File: config.mk
export PLATFORM = sky130hd
export DESIGN_NAME = fire_stage_scheduler
export DESIGN_NICKNAME = d
export VERILOG_FILES = /design/src/rtl/fire_sched_pkg.sv /design/src/rtl/fire_wr_merge.sv /design/src/rtl/fire_stage_scheduler.sv
export SDC_FILE = /design/constraint.sdc
export NUM_CORES = 1
export LEC_CHECK = 0
export ABC_AREA = 0
export CAP_MARGIN = 20
export CORE_MARGIN = 1
export CORE_UTILIZATION = 33
export DETAILED_ROUTE_END_ITERATION = 10
export GPL_TIMING_DRIVEN = 1
export SYNTH_ARGS = -nofsm -noshare
export SYNTH_HDL_FRONTEND = slang
export SYNTH_SLANG_ARGS = --single-unit
File: constraint.sdc
create_clock -name clk -period 3.9 [get_ports clk]
set_input_delay 0.585 -clock clk [delete_from_list [all_inputs] [get_ports clk]]
set_output_delay 0.585 -clock clk [all_outputs]
set_load 0.02 [all_outputs]
File: src/rtl/fire_sched_pkg.sv
// Shared types and constants for the fire-stage scheduler.
package fire_sched_pkg;

  typedef enum logic [2:0] {
    IDLE    = 3'd0,
    SQUEEZE = 3'd1,
    EXPAND  = 3'd2,
    ACK     = 3'd3,
    DONE    = 3'd4
  } state_t;

  // Interleave slot inside the concatenated output RAM: addr = 2*pix + slot.
  localparam logic SLOT_E1 = 1'b0;
  localparam logic SLOT_E3 = 1'b1;

endpackage

File: src/rtl/fire_wr_merge.sv
// Merges expand1/expand3 sample pulses into one RAM write port with a 1-deep
// holding register for expand3 when both layers produce in the same cycle.
module fire_wr_merge
  import fire_sched_pkg::*;
#(
  parameter int AW   = 5,
  parameter int NPIX = 16
) (
  input  logic          clk,
  input  logic          rst,
  input  logic          active,
  input  logic          clear,
  input  logic          e1_sample,
  input  logic          e3_sample,
  output logic          wr_en,
  output logic [AW-1:0] wr_addr,
  output logic [AW-1:0] pix_cnt,
  output logic          hold_vld,
  output logic          err_ovf
);

  logic [AW-1:0] cnt_e3, hold_addr, addr1, addr3;
  logic          s1, s3;

  // A saturated counter means the layer has over-produced; such samples are dropped.
  assign s1    = active & e1_sample & (pix_cnt != AW'(NPIX));
  assign s3    = active & e3_sample & (cnt_e3  != AW'(NPIX));
  assign addr1 = {pix_cnt[AW-2:0], SLOT_E1};
  assign addr3 = {cnt_e3[AW-2:0],  SLOT_E3};

  always_ff @(posedge clk or posedge rst) begin
    if (rst) begin
      pix_cnt   <= '0;
      cnt_e3    <= '0;
      hold_addr <= '0;
      hold_vld  <= 1'b0;
      err_ovf   <= 1'b0;
      wr_en     <= 1'b0;
      wr_addr   <= '0;
    end else begin
      wr_en <= 1'b0;
      if (clear) begin
        pix_cnt <= '0;
        cnt_e3  <= '0;
      end else begin
        if (s1) pix_cnt <= pix_cnt + 1'b1;
        if (s3) cnt_e3  <= cnt_e3 + 1'b1;
      end
      // Priority: fresh expand1, then held expand3, then fresh expand3.
      if (s1) begin
        wr_en   <= 1'b1;
        wr_addr <= addr1;
        if (s3) begin
          if (hold_vld) err_ovf <= 1'b1;
          else begin
            hold_addr <= addr3;
            hold_vld  <= 1'b1;
          end
        end
      end else if (hold_vld) begin
        wr_en   <= 1'b1;
        wr_addr <= hold_addr;
        if (s3) hold_addr <= addr3;
        else    hold_vld  <= 1'b0;
      end else if (s3) begin
        wr_en   <= 1'b1;
        wr_addr <= addr3;
      end
    end
  end

endmodule

File: src/rtl/fire_stage_scheduler.sv
// Sequences one fire stage: squeeze, then both expands, then RAM ack and done.
// Optional watchdog enabled by defining FIRE_SCHED_WATCHDOG_EN.
module fire_stage_scheduler
  import fire_sched_pkg::*;
#(
  parameter int WOUT        = 16,
  parameter int AW          = $clog2(WOUT**2) + 1,
  parameter int TIMEOUT_CYC = 65535
) (
  input  logic          clk,
  input  logic          rst,
  input  logic          start,
  input  logic          squeeze_finish,
  input  logic          expand1_finish,
  input  logic          expand3_finish,
  input  logic          expand1_sample,
  input  logic          expand3_sample,
  output logic          squeeze_en,
  output logic          expand1_en,
  output logic          expand3_en,
  output logic          ram_feedback,
  output logic          wr_en,
  output logic [AW-1:0] wr_addr,
  output logic          busy,
  output logic          done
`ifdef FIRE_SCHED_WATCHDOG_EN
  ,
  output logic          timeout
`endif
);

  localparam int NPIX = WOUT * WOUT;

  state_t        state, next_state;
  logic          f1, f3, enter_exp, exp_done, wd_hit, hold_vld, err_ovf;
  logic [AW-1:0] pix_cnt;

  assign enter_exp = (state == SQUEEZE) && squeeze_finish;
  // Current-cycle finish levels count too, so the last finish need not be latched first.
  assign exp_done  = (f1 | expand1_finish) && (f3 | expand3_finish) &&
                     (pix_cnt == AW'(NPIX)) && !hold_vld;

`ifdef FIRE_SCHED_WATCHDOG_EN
  localparam int WD_W = $clog2(TIMEOUT_CYC + 1);
  logic [WD_W-1:0] wd_cnt;
  logic            run;
  assign run    = (state == SQUEEZE) || (state == EXPAND);
  assign wd_hit = run && (wd_cnt == WD_W'(TIMEOUT_CYC - 1));

  always_ff @(posedge clk or posedge rst) begin
    if (rst) begin
      wd_cnt  <= '0;
      timeout <= 1'b0;
    end else begin
      wd_cnt  <= run ? wd_cnt + 1'b1 : '0;
      timeout <= wd_hit;
    end
  end
`else
  assign wd_hit = 1'b0;
`endif

  always_ff @(posedge clk or posedge rst) begin
    if (rst) state <= IDLE;
    else     state <= next_state;
  end

  always_comb begin
    next_state = state;
    case (state)
      IDLE:    if (start) next_state = SQUEEZE;
      SQUEEZE: if (wd_hit) next_state = IDLE;
               else if (squeeze_finish) next_state = EXPAND;
      EXPAND:  if (wd_hit) next_state = IDLE;
               else if (exp_done) next_state = ACK;
      ACK:     next_state = DONE;
      DONE:    next_state = IDLE;
      default: next_state = IDLE;
    endcase
  end

  always_comb begin
    busy         = (state != IDLE);
    done         = (state == DONE);
    ram_feedback = (state == ACK);
  end

  always_ff @(posedge clk or posedge rst) begin
    if (rst) begin
      squeeze_en <= 1'b0;
      expand1_en <= 1'b0;
      expand3_en <= 1'b0;
      f1         <= 1'b0;
      f3         <= 1'b0;
    end else begin
      squeeze_en <= (state == SQUEEZE);
      expand1_en <= (state == EXPAND);
      expand3_en <= (state == EXPAND);
      if (enter_exp) begin
        f1 <= 1'b0;
        f3 <= 1'b0;
      end else if (state == EXPAND) begin
        f1 <= f1 | expand1_finish;
        f3 <= f3 | expand3_finish;
      end
    end
  end

  fire_wr_merge #(.AW(AW), .NPIX(NPIX)) u_merge (
    .clk       (clk),
    .rst       (rst),
    .active    (state == EXPAND),
    .clear     (enter_exp),
    .e1_sample (expand1_sample),
    .e3_sample (expand3_sample),
    .wr_en     (wr_en),
    .wr_addr   (wr_addr),
    .pix_cnt   (pix_cnt),
    .hold_vld  (hold_vld),
    .err_ovf   (err_ovf)
  );

endmodule

# After elaboration in Yosys (flattened, before gate mapping)
# Index checks and enable logic that the tools add are counted.
# totals
output_inout_bits	16
reg_bits	45
romBits	0
mem_count	0
elab_cells	71
latchBits	0
mem_bits_rw	0
# op_classes
eq_ne	13
reduce_logical	14
multipliers	0
magnitude_cmp	0
n_mux	25
bitwise_logic	6
n_addsub	2
shift	0
div_mod_pow	0
# ops
op	count
$mux 9	11
$add 9x1->9 const B	2
$ne 9x9->1 const B	2
$ne 2x2->1 const B	6
$pmux 3 s4	1
$mux 1	10
$eq 9x9->1 const B	1
$mux 3	3
$reduce_bool 2->1	4
$eq 3x2->1 const B	2
$reduce_bool 3->1	2
$and 1x1->1	4
$logic_and 1x1->1	4
$reduce_and 4->1	1
$eq 3x1->1 const B	1
$eq 3x3->1 const B	1
$logic_not 3->1	1
$reduce_and 3->1	1
$or 1x1->1	2
$logic_not 1->1	1

# Logic depth before layout (Yosys ltp)
# Gate-level depths: netlist of run 1.
# depth
depth_word	6
ltp_mapped	8

# By module
# From an unflattened synthesis of run 1, not the netlist that was laid out.
# hier_totals
hier_cells	228
area_unflattened_um2	2394.8
# by_module_without_submodules
module	instances	area_each_um2	cells_per_inst
fire_wr_merge	1	2018.2	191
fire_stage_scheduler	1	376.6	37

# Least setup slack after synthesis of run 1
# Ideal clock, no wire load.
# synth_timing
kind	flip-flop to flip-flop
startpoint	reg u_merge.cnt_e3[0]
endpoint	reg u_merge.hold_addr[1]
arrival_ps	1951
period_less_slack_ps	2076
path_slack_ps	1824
stages_incl_launch_ff	8
setup_time_ps	125
path_cell_list	dfrtp_1 > inv_1 > ha_1 > or4b_1 > buf_1 > o211ai_4 > mux2i_4 > mux2_4
# synth_between
elab_chain_len	4
# synth_rtl
item	line_no	source
start, declared	fire_wr_merge.sv:22	logic [AW-1:0] cnt_e3, hold_addr, addr1, addr3;
start signal, assigned	fire_wr_merge.sv:47	if (s3) cnt_e3 <= cnt_e3 + 1'b1;
$ne 9x9->1	fire_wr_merge.sv:27	assign s3 = active & e3_sample & (cnt_e3 != AW'(NPIX));
$and 1x1->1	fire_wr_merge.sv:27	
$ne 2x2->1 (no line)	--	
$reduce_and 4->1 (no line)	--	
end signal, assigned	fire_wr_merge.sv:56	hold_addr <= addr3;
end signal, assigned	fire_wr_merge.sv:63	if (s3) hold_addr <= addr3;
end, declared	fire_wr_merge.sv:22	
# Parallel ways exist; a longest one is shown, timed or not. The select of a mux whose other input is x is not followed.
# A chain may end at the register's enable or synchronous reset.

# Final worst setup path of run 1
# layout_timing
startpoint	reg u_merge.cnt_e3[0]
endpoint	reg u_merge.wr_addr[1]
# layout_between
elab_chain_len	3
# layout_rtl
item	line_no	source
$ne 9x9->1 or $mux 9 (tied branches)	fire_wr_merge.sv:27, fire_wr_merge.sv:65	
$and 1x1->1 or $mux 9 (tied branches)	fire_wr_merge.sv:27, fire_wr_merge.sv:60	
$reduce_bool 3->1 (no line) or $mux 9 (tied branches)	--	
end signal, assigned	fire_wr_merge.sv:52	wr_addr <= addr1;
end signal, assigned	fire_wr_merge.sv:62	wr_addr <= hold_addr;
end signal, assigned	fire_wr_merge.sv:67	wr_addr <= addr3;
end, declared	fire_wr_merge.sv:16	output logic [AW-1:0] wr_addr,
# Parallel ways exist; a longest one is shown, timed or not. The select of a mux whose other input is x is not followed.

==> results_dict.tcl, run 1 <==
set metrics [dict create \
    critical_path.endpoint "u_merge.wr_addr[1]$_DFFE_PP0P_" \
    p_sw_uw 568 \
    status "finished, violations left" \
    leakage_uw 0.00115 \
    cts_max_level 2 \
    grt_antenna_before_repair 0 \
    clk_latency_ns 0.30 \
    p_sw_share_pct 33.7 \
    drive_gt1_share_pct 11.4 \
    cts_resized 0 \
    place.gp.congestion 0.831 \
    io_buffers 23 \
    initial_core_util_pct 34.6 \
    worstReg2RegEnd "u_merge.wr_addr[1]$_DFFE_PP0P_" \
    row_count 29 \
    drt_pass1_iterations 7 \
    synth_ff_type "dfrtp_1" \
    dieArea_sq_um 7110 \
    grt_pass1_wl_mm 8.18 \
    synthArstFlopShare_pct 100 \
    syn_area_sq_um 2240 \
    wl_per_cell_um 15.3 \
    ys_ff_latch 45 \
    cts-root-buf "clkbuf_8" \
    synth_common_cells "45 x dfrtp_1, 19 x nor2_1, 16 x nand2_1" \
    p_seq_share_pct 40.8 \
    dp_slack_ns 1.28 \
    path_max_fanout 14 \
    pwr_density_cell_nw_per_um2 634 \
    synth_area_leaders "dfrtp_1 50%, mux2_4 5.4%, nor2_1 3.2%" \
    antenna_cells 0 \
    r2r-start "u_merge.cnt_e3[0]$_DFFE_PP0P_" \
    synth_edf_count 0 \
    yosysMostFrequentCell "dfrtp_1" \
    clock_power_share_pct 24.5 \
    fin_tns_setup_ns 0 \
    core_area_sq_um 6460 \
    clock_sinks 45 \
    drc 6 \
    cts.clk_slew.worst_paths_ns 0.08 \
    die_w_um 84.3 \
    rsz0062_at_grt "false" \
    yosys.area.top_type "dfrtp_1" \
    grt_use_total_pct 14.7 \
    clockBufferDepth 2 \
    cts_setup_buffers 0 \
    period_minus_slack_ns 2.37 \
    worst_pin_slew_ns 0.930 \
    syn-num-nets 219 \
    drt.antenna.violating_nets 0 \
    hp-class "flip-flop to flip-flop" \
    cts_tree "built" \
    vdd_drop_max_mv 0.216 \
    gr-total-overflow 0 \
    postCtsHoldBufs 0 \
    slew_headroom_pct 37.9 \
    routed_via_density 5.16 \
    drv_slew 0 \
    routed_wl_mm 4.66 \
    cp-start-kind "flip-flop" \
    required_ns 4.09 \
    end_kind "flip-flop" \
    synth_seq_area_share_pct 50.4 \
    fin_ws_ns 1.53 \
    grt_max_degree 46 \
    maxCapViolations 0 \
    fin_crit_sh_pct 60.8 \
    cellInternalPower_uw 1120 \
    critPathKind "flip-flop to flip-flop" \
    holdWs_ns 0.475 \
    netlist_instances 207 \
    r2r_slack_ns 1.53 \
    hpwl_mm 3.05 \
    grt_pass1_vias 1614 \
    violations "DRC" \
    num_io_pins 24 \
    layout.nets 239 \
    rr_worst_depth 6 \
    setup_viol 0 \
    startpoint "u_merge.cnt_e3[0]$_DFFE_PP0P_" \
    fmax_mhz 422 \
    fin_util_pct 41.2 \
    syn_area_per_cell_sq_um 10.8 \
    hold_viol 0 \
    ys_types 43 \
    numCtsBuffers 5 \
    ys_warn_count 0 \
    drt-initial-drc-count 111 \
    fin_skew_ns 0.00794 \
    critical_path_arrival_ns 2.57 \
    pwr-share-comb_pct 34.7 \
    die_h_um 84.3 \
    power_uw 1690 \
    vias 1573 \
    synthToLayoutAreaGrowth_pct 19.0 \
    netlist.area_leader.share_pct 50.4 \
]
[how the worst min path moves through the flow]
stage                                      from                          endpoint  cells after the start
6_report       u_merge.hold_addr[0]$_DFFE_PP0P_  u_merge.hold_addr[0]$_DFFE_PP0P_                      1
3_3_place_gp                     f3$_DFFE_PP0P_                    f3$_DFFE_PP0P_                      2
5_1_grt        u_merge.hold_addr[0]$_DFFE_PP0P_  u_merge.hold_addr[0]$_DFFE_PP0P_                      1
2_1_floorplan  u_merge.hold_addr[0]$_DFFE_PP0P_  u_merge.hold_addr[0]$_DFFE_PP0P_                      1
3_5_place_dp   u_merge.hold_addr[0]$_DFFE_PP0P_  u_merge.hold_addr[0]$_DFFE_PP0P_                      1
4_1_cts        u_merge.hold_addr[0]$_DFFE_PP0P_  u_merge.hold_addr[0]$_DFFE_PP0P_                      1
[power groups by stage]
stage / logic [uW] / clock network [uW] / registers, uW
after floorplan: 346 / 0 / 715
after global placement: 582 / 0 / 696
after detailed placement: 585 / 0 / 697
after CTS: 591 / 430 / 690
after global routing: 645 / 441 / 705
final: 585 / 414 / 688
[registers in the layout, indices dropped and copies added (netlist names)]
signal / count
u_merge.wr_addr: 9
expand3_en: 1
u_merge.cnt_e3: 9
u_merge.hold_addr: 9
f1: 1
u_merge.hold_vld: 1
u_merge.wr_en: 1
state: 3
f3: 1
u_merge.pix_cnt: 9
squeeze_en: 1
[critical path, stage by stage (launching register included)]
cell	delay (ns)
dfrtp_1	0.44
inv_1	0.09
ha_1	0.15
or4b_1	0.58
o21a_1	0.42
and3_1	0.28
o41ai_1	0.30
[through the flow]
step | area, sq um | std cells
floorplan | 2240 | 207
global placement | 2530 | 297
detailed placement | 2530 | 297
CTS | 2660 | 305
global route | 2660 | 305
finish | 2660 | 305
[layout by cell type, fill, tap and decap left out, types with 7 or more instances in the layout]
| master | n |
|---|---|
| clkdlybuf4s50_1 | 23 |
| dfrtp_1 | 45 |
| inv_1 | 7 |
| mux2_4 | 8 |
| nand2_1 | 16 |
| nor2_1 | 19 |
| nor3_1 | 10 |
| o22ai_1 | 8 |
| o31ai_1 | 8 |
| xor2_1 | 7 |
[logic make-up after synthesis]
group	share of synthesized area [%]
AND/OR/NAND/NOR	19.4
flip-flops	50.4
multiplexers	7.72
AO/OA/AOI/OAI	10.8
XOR/XNOR	5.09
buffers and inverters	3.97
adder cells (fa/ha/maj)	2.69
[metal layers]
layer / vias up / wire, um / GRT usage (%)
met5: - / 0 / 0
met4: 0 / 78 / 6.27
met3: 5 / 183 / 3.15
met2: 36 / 2030 / 22.3
met1: 755 / 2370 / 20.5
li1: 777 / - / -
[cell type report]
type / count / area, sq um
fillers: 627 / 3800
clock inverters: 3 / 65.1
repair buffers: 26 / 253
inverters: 8 / 30.0
flip-flops and latches: 45 / 1130
clock buffers: 5 / 68.8
well taps: 77 / 96.3
multi-input cells: 141 / 1020
Power figures use the tool's default switching activity.
==> run 2, diff against run 1 <==
==> constraint.sdc (replaced) <==
create_clock -name clk -period 2.29 [get_ports clk]
set_input_delay 0.3435 -clock clk [delete_from_list [all_inputs] [get_ports clk]]
set_output_delay 0.3435 -clock clk [all_outputs]
set_load 0.02 [all_outputs]
==> run 2 against run 1 <==
  * The flow still finishes with violations (DRC)
  * Critical path depth up 1
  * Hold slack worse by 0.081 ns
  * Routed wire length grew 4.5%
  * Maximum frequency grew 11%
  * Core utilization is 2.3 points higher
  * Critical path type unchanged
  * Critical endpoint is now u_merge.hold_addr[8]$_DFFE_PP0P_
  * Largest power group unchanged
==> results_dict.tcl, run 2 (synthesis gave the netlist of run 1 again) <==
set metrics [dict create \
    status "finished, violations left" \
    violations "DRC" \
    startpoint "u_merge.cnt_e3[0]$_DFFE_PP0P_" \
    fillCellCount 642 \
    cts-root-buf "clkbuf_8" \
    holdWs_ns 0.395 \
    pwr_density_cell_nw_per_um2 1030 \
    grt_use_total_pct 14.8 \
    layout.nets 257 \
    routed_wl_mm 4.87 \
    die_w_um 84.3 \
    place_area_sq_um 2690 \
    worst-path-buf-inv 2 \
    clockBufferDepth 2 \
    setup_viol 0 \
    place.gp.congestion 0.822 \
    r2r_slack_ns 0.16 \
    numCtsBuffers 5 \
    stdcell_area_sq_um 2810 \
    cts_setup_buffers 0 \
    fmax_mhz 469 \
    drt-initial-drc-count 63 \
    end_kind "flip-flop" \
    grt_pass1_wl_mm 8.34 \
    cts.clk_slew.worst_paths_ns 0.08 \
    critPathKind "flip-flop to flip-flop" \
    grt_antenna_before_repair 0 \
    io_buffers 23 \
    hpwl_mm 3.43 \
    vdd_drop_max_mv 0.476 \
    routed_via_density 5.24 \
    maxCapViolations 0 \
    cp-start-kind "flip-flop" \
    die_h_um 84.3 \
    rsz0062_at_grt "false" \
    gr-total-overflow 0 \
    power_uw 2890 \
    path_cells "inv_1, ha_1, or4b_4, o211ai_1, mux2i_4, buf_4, mux2_4" \
    vias 1693 \
    hold_viol 0 \
    drt_pass1_iterations 7 \
    leakage_uw 0.00124 \
    slew_headroom_pct 67.4 \
    cp_slowest_stage_delay_ns 0.52 \
    critPathSlowestCell "or4b_4" \
    cts_max_level 2 \
    synthToLayoutAreaGrowth_pct 25.6 \
    worstReg2RegEnd "u_merge.hold_addr[8]$_DFFE_PP0P_" \
    drive_gt1_share_pct 18.3 \
    mostFrequentLayoutCells "45 x dfrtp_1, 23 x clkdlybuf4s50_1, 19 x nor2_1, 19 x buf_4, 16 x nand2_1" \
    crit_family "simple AND/OR/NAND/NOR gates" \
    multi_input_area_sq_um 1030 \
    required_ns 2.47 \
    drv_slew 0 \
    drc 3 \
    clk_latency_ns 0.29 \
    cts_tree "built" \
    grt_pass1_vias 1682 \
    fin_skew_ns 0.00885 \
    mostFrequentLayoutCell "dfrtp_1" \
    period_minus_slack_ns 2.13 \
    worst_pin_slew_ns 0.488 \
    critical_path.endpoint "u_merge.hold_addr[8]$_DFFE_PP0P_" \
    postCtsHoldBufs 0 \
    grt_max_degree 26 \
    core_area_sq_um 6460 \
    dieArea_sq_um 7110 \
    fin_crit_sh_pct 93.2 \
    hp-class "primary input to async pin" \
    path_max_fanout 5 \
    cp_num_cells 7 \
    clock_sinks 45 \
    cts_resized 0 \
    fin_tns_setup_ns 0 \
    rr_worst_depth 7 \
    initial_core_util_pct 34.6 \
    seq_area_sq_um 1130 \
    r2r-start "u_merge.cnt_e3[0]$_DFFE_PP0P_" \
    critical_path_arrival_ns 2.31 \
    wl_per_cell_um 15.1 \
    drt.antenna.violating_nets 0 \
    num_io_pins 24 \
    row_count 29 \
    antenna_cells 0 \
]
run 2: cell types whose count changed in the layout (fill, tap and decap cells not counted), sizes merged:
| cell | change |
|---|---|
| buf | +18 |
| clkbuf | +2 |
| clkinv | -1 |
| bufinv | -1 |
run 2: how the worst min path moves through the flow:
stage               cells past startpoint                                to                             start
detailed placement                      1  u_merge.hold_addr[0]$_DFFE_PP0P_  u_merge.hold_addr[0]$_DFFE_PP0P_
CTS                                     2     u_merge.cnt_e3[4]$_DFFE_PP0P_                               rst
global placement                        1  u_merge.hold_addr[0]$_DFFE_PP0P_  u_merge.hold_addr[0]$_DFFE_PP0P_
global route                            2     u_merge.cnt_e3[3]$_DFFE_PP0P_                               rst
finish                                  2     u_merge.cnt_e3[3]$_DFFE_PP0P_                               rst
floorplan                               1  u_merge.hold_addr[0]$_DFFE_PP0P_  u_merge.hold_addr[0]$_DFFE_PP0P_
run 2: where the power goes:
part | leakage [uW] | internal (uW) | switching (uW)
clock network | 0.0000585 | 356 | 256
logic | 0.000582 | 582 | 562
registers | 0.000603 | 980 | 156
run 2: final cells by class:
cell class | count | share of cell area (%)
Sequential cell | 45 | 40.1
Clock inverter | 1 | 1.07
Timing Repair Buffer | 44 | 14.7
Multi-Input combinational cell | 141 | 36.5
Tap cell | 77 | 3.43
Clock buffer | 7 | 3.07
Inverter | 8 | 1.07
run 2: metrics by stage:
step                instances  worst slack, ns  util (%)
floorplan                 207            0.214         -
global placement          315           0.0952      41.6
detailed placement        315           0.0376      41.6
CTS                       323           0.0812      43.4
global route              323           0.0756      43.5
finish                    323            0.156      43.5
run 2: worst register-to-register path, delay by kind of cell, from the launching register on:
kind | cells | cell delay, ns
DFF | 1 | 0.38
muxes | 2 | 0.41
and+or+nand+nor | 1 | 0.52
AOI/OAI and AO/OA | 1 | 0.29
buffers and inverters | 2 | 0.25
adders and majority gates | 1 | 0.17
run 2: metal layers:
layer  part of all wire (%)  vias to the layer above  GRT usage, %
met5                      0                        -             0
met4                    1.7                        0          5.64
met3                    3.4                        6          2.75
met2                     45                       31          23.0
met1                     50                      843          20.6
li1                       -                      813             -
==> run 3, diff against run 2 <==
--- a/config.mk
+++ b/config.mk
@@ -11,6 +11,7 @@
 export CORE_UTILIZATION = 33
 export DETAILED_ROUTE_END_ITERATION = 10
 export GPL_TIMING_DRIVEN = 1
+export SLEW_MARGIN = 20
 export SYNTH_ARGS = -nofsm -noshare
 export SYNTH_HDL_FRONTEND = slang
 export SYNTH_SLANG_ARGS = --single-unit
==> results of run 3 <==
No change in the layout: final DEF, timing and power equal those of run 2.
==> edit 1: new RTL, config.mk and constraints of run 2 <==
The 5 states of `state_t` get a Gray code encoding in 3 bits.
--- a/src/rtl/fire_sched_pkg.sv
+++ b/src/rtl/fire_sched_pkg.sv
@@ -3,9 +3,9 @@
 
   typedef enum logic [2:0] {
-    IDLE    = 3'd0,
-    SQUEEZE = 3'd1,
-    EXPAND  = 3'd2,
-    ACK     = 3'd3,
-    DONE    = 3'd4
+    IDLE    = 3'b000,
+    SQUEEZE = 3'b001,
+    EXPAND  = 3'b011,
+    ACK     = 3'b010,
+    DONE    = 3'b110
   } state_t;
 
Check against the original RTL: no difference found for any inputs over 10 cycles, from zero or initial values and one cycle with rst high; not proved beyond that.
==> edit 1 against run 2 <==
Wire length grew 0.53%; final area is 0.80% lower; critical path depth unchanged; core utilization shrank 0.59 points; synthesized area is 1.8% higher; clock power fell by 18%; cell count is 1.9% higher; synthesized cell count increased by 4.3%; setup slack got worse by 0.0095 ns; fmax shrank 0.44%; total power rose by 3.2%; sequential cell count is the same; critical endpoint is now u_merge.hold_addr[3]; largest cell class unchanged.
==> edit 1: results <==
[global_route]
grt_max_degree = 27
grt_pass1_vias = 1709
grt_use_met3_pct = 3.11
grt_pass1_wl_um = 8510
grt_usage_pct = 15.0
grt_util_met1_pct = 21.3
use_met2_pct = 23.2

[logic_synthesis]
netlist_instances = 216
ys_top_cells_by_area = "dfrtp_1, nor2_1, mux2_4"
synth-xor-area-share_pct = 5.77
synthAdderAreaFrac_pct = 2.64
ys_top_cells_by_count = "dfrtp_1, nor2_1, nand2_1"
synth_nets = 228

[drt]
wl_met2_um = 2260
met3_wirelength_um = 178
drt-met1-wl_um = 2430

[sta]
fin_worst_skew_ns = 0.00459
worst_pin_slew_ns = 0.461
whs_ns = 0.363

[pwr]
ir_worst_vdd_mv = 0.503
power_clock_w = 0.000503
combPwrFrac_pct = 42.3

[finish]
drive_above_1_share_pct = 16.3
finalNetCount = 263
nFillCells = 649

[placement]
pre_cts_ws_ns = 0.160
dp.cells = 321

[critical_path]
worst_r2r_endpoint = "u_merge.hold_addr[3]"
cp_max_fo = 9
cp.arrival_ns = 2.34

[outcome]
run_status = "finished, final reports clean"
==> edit 1: cell count changes in the layout (fill, tap and decap cells not counted), moves of 4 or more <==
cell	change
nand4_1	+4
nor2_1	+15
o41ai_1	+6
buf_4	-4
o22ai_1	-7
o31ai_1	-6
==> edit 1: cell type report <==
cell class	instances	area, µm²	area share [%]
Sequential cell	45	1130	40.4
Multi-Input combinational cell	151	1060	38.0
Timing Repair Buffer	40	383	13.7
Tap cell	77	96.3	3.46
Clock buffer	5	68.8	2.47
Inverter	8	30.0	1.08
Clock inverter	3	22.5	0.809
==> edit 1: how the worst max path moves through the flow <==
stage	endpoint	slack [ns]
after detailed placement	u_merge.wr_addr[7]	0.16
final	u_merge.hold_addr[3]	0.15
after floorplan	u_merge.hold_addr[1]	0.25
after CTS	u_merge.hold_addr[3]	0.15
after global placement	u_merge.hold_addr[1]	0.15
after global routing	u_merge.hold_addr[3]	0.02
==> edit 2: new RTL, config.mk and constraints of run 2 <==
Without the edit above. The parameter `WOUT` goes from 16 to 64.
--- a/src/rtl/fire_stage_scheduler.sv
+++ b/src/rtl/fire_stage_scheduler.sv
@@ -4,5 +4,5 @@
   import fire_sched_pkg::*;
 #(
-  parameter int WOUT        = 16,
+  parameter int WOUT        = 64,
   parameter int AW          = $clog2(WOUT**2) + 1,
   parameter int TIMEOUT_CYC = 65535
Ports: changed (resized wr_addr); port bits go from 24 to 28. No check against the original RTL was run, so the function may have changed too.
==> edit 2 against run 2 <==
Clock skew up 0.0020 ns; synthesized area up 39%; sequential power is 25% higher; total power rose by 31%; sequential cell count grew 16; final area grew 38%; wire length increased by 46%; count of clock-buffer cells in the layout increased by 2; critical endpoint is now u_merge.pix_cnt[12]; setup slack worse by 0.064 ns; global-route usage increased by 1.2 points; combinational power grew 24%.
==> edit 2: results <==
[pwr]
powerSeq_w = 0.00143
ir_worst_vdd_mv = 0.318
power_clock_w = 0.000966
switching_power_w = 0.00131
power_w = 0.00380
p_leak_nw = 1.60

[drt]
met3_wirelength_um = 252
wl_met2_um = 3420
drt-met1-wl_um = 3330
post_drt_wl_per_cell_um = 15.5
drt_iter0_markers = 171
viasPerCell = 5.31
drt_first_pass_iters = 4
dr.max_layer_used = "met4"

[global_route]
grt_use_met3_pct = 3.58
grt_pass1_wl_um = 12100
grt_usage_pct = 16.0
grt_max_degree = 41
use_met2_pct = 26.4
grt_util_met1_pct = 20.5

[logic_synthesis]
synth-xor-area-share_pct = 2.53
ys_top_cells_by_count = "dfrtp_1, nand2_1"
synthAdderAreaFrac_pct = 1.93
synthMuxAreaShare_pct = 9.47
synth.distinct_cells = 50
async_flop_share_pct = 100
ys_seq_area_share_pct = 49.0
synth_nets = 311
syn_area_per_cell_um2 = 10.4
ys_top_cells_by_area = "dfrtp_1, mux2i_1, mux2_2"
synth_compound_area_share_pct = 16.2

[outcome]
run_status = "finished, final reports clean"

[critical_path]
r2r_cells = 5
cp.arrival_ns = 2.47
cp_max_fo = 8

[min_path]
holdCritPathClass = "input pin to asynchronous set/reset pin"

[finish]
finalNetCount = 356
drive_above_1_share_pct = 19.5
final_cells = 460

[clock_tree]
cts_buffers = 9
cts-htree-levels = 3
clk_latency_ns = 0.35

[placement]
dp.cells = 444
gp_congestion = 0.768
dpl_cell_area_um2 = 3650
pre_cts_ws_ns = 0.0517
portBuffers = 27
place_hpwl_um = 4970

[sta]
worst_pin_slew_ns = 0.513
fin_worst_skew_ns = 0.0109
-- edit 2: critical path: stages, from the launching register on --
cell and delay [ns]:
dfrtp_1 0.37, or3b_1 0.49, buf_4 0.22, or3_4 0.40, or4_1 0.48, a21oi_1 0.16
-- edit 2: cell type report --
class	instances	area (µm²)
clock buffer	9	124
tap	111	139
timing repair buffer	56	503
sequential	61	1530
clock inverter	7	75.1
fill	885	5330
inverter	16	60.1
multi-input combinational	200	1440
-- edit 2: worst paths after layout --
| check | end | from | slack, ns |
|---|---|---|---|
| max | u_merge.pix_cnt[12] | state[0] | 0.09 |
| min | u_merge.cnt_e3[7] | rst | 0.35 |
| max reg2reg | u_merge.pix_cnt[12] | state[0] | 0.09 |
| min reg2reg | u_merge.hold_addr[0] | u_merge.hold_addr[0] | 0.48 |
| max in group asynchronous | u_merge.pix_cnt[10] | rst | 1.35 |
| min in group clk | u_merge.hold_addr[0] | u_merge.hold_addr[0] | 0.48 |
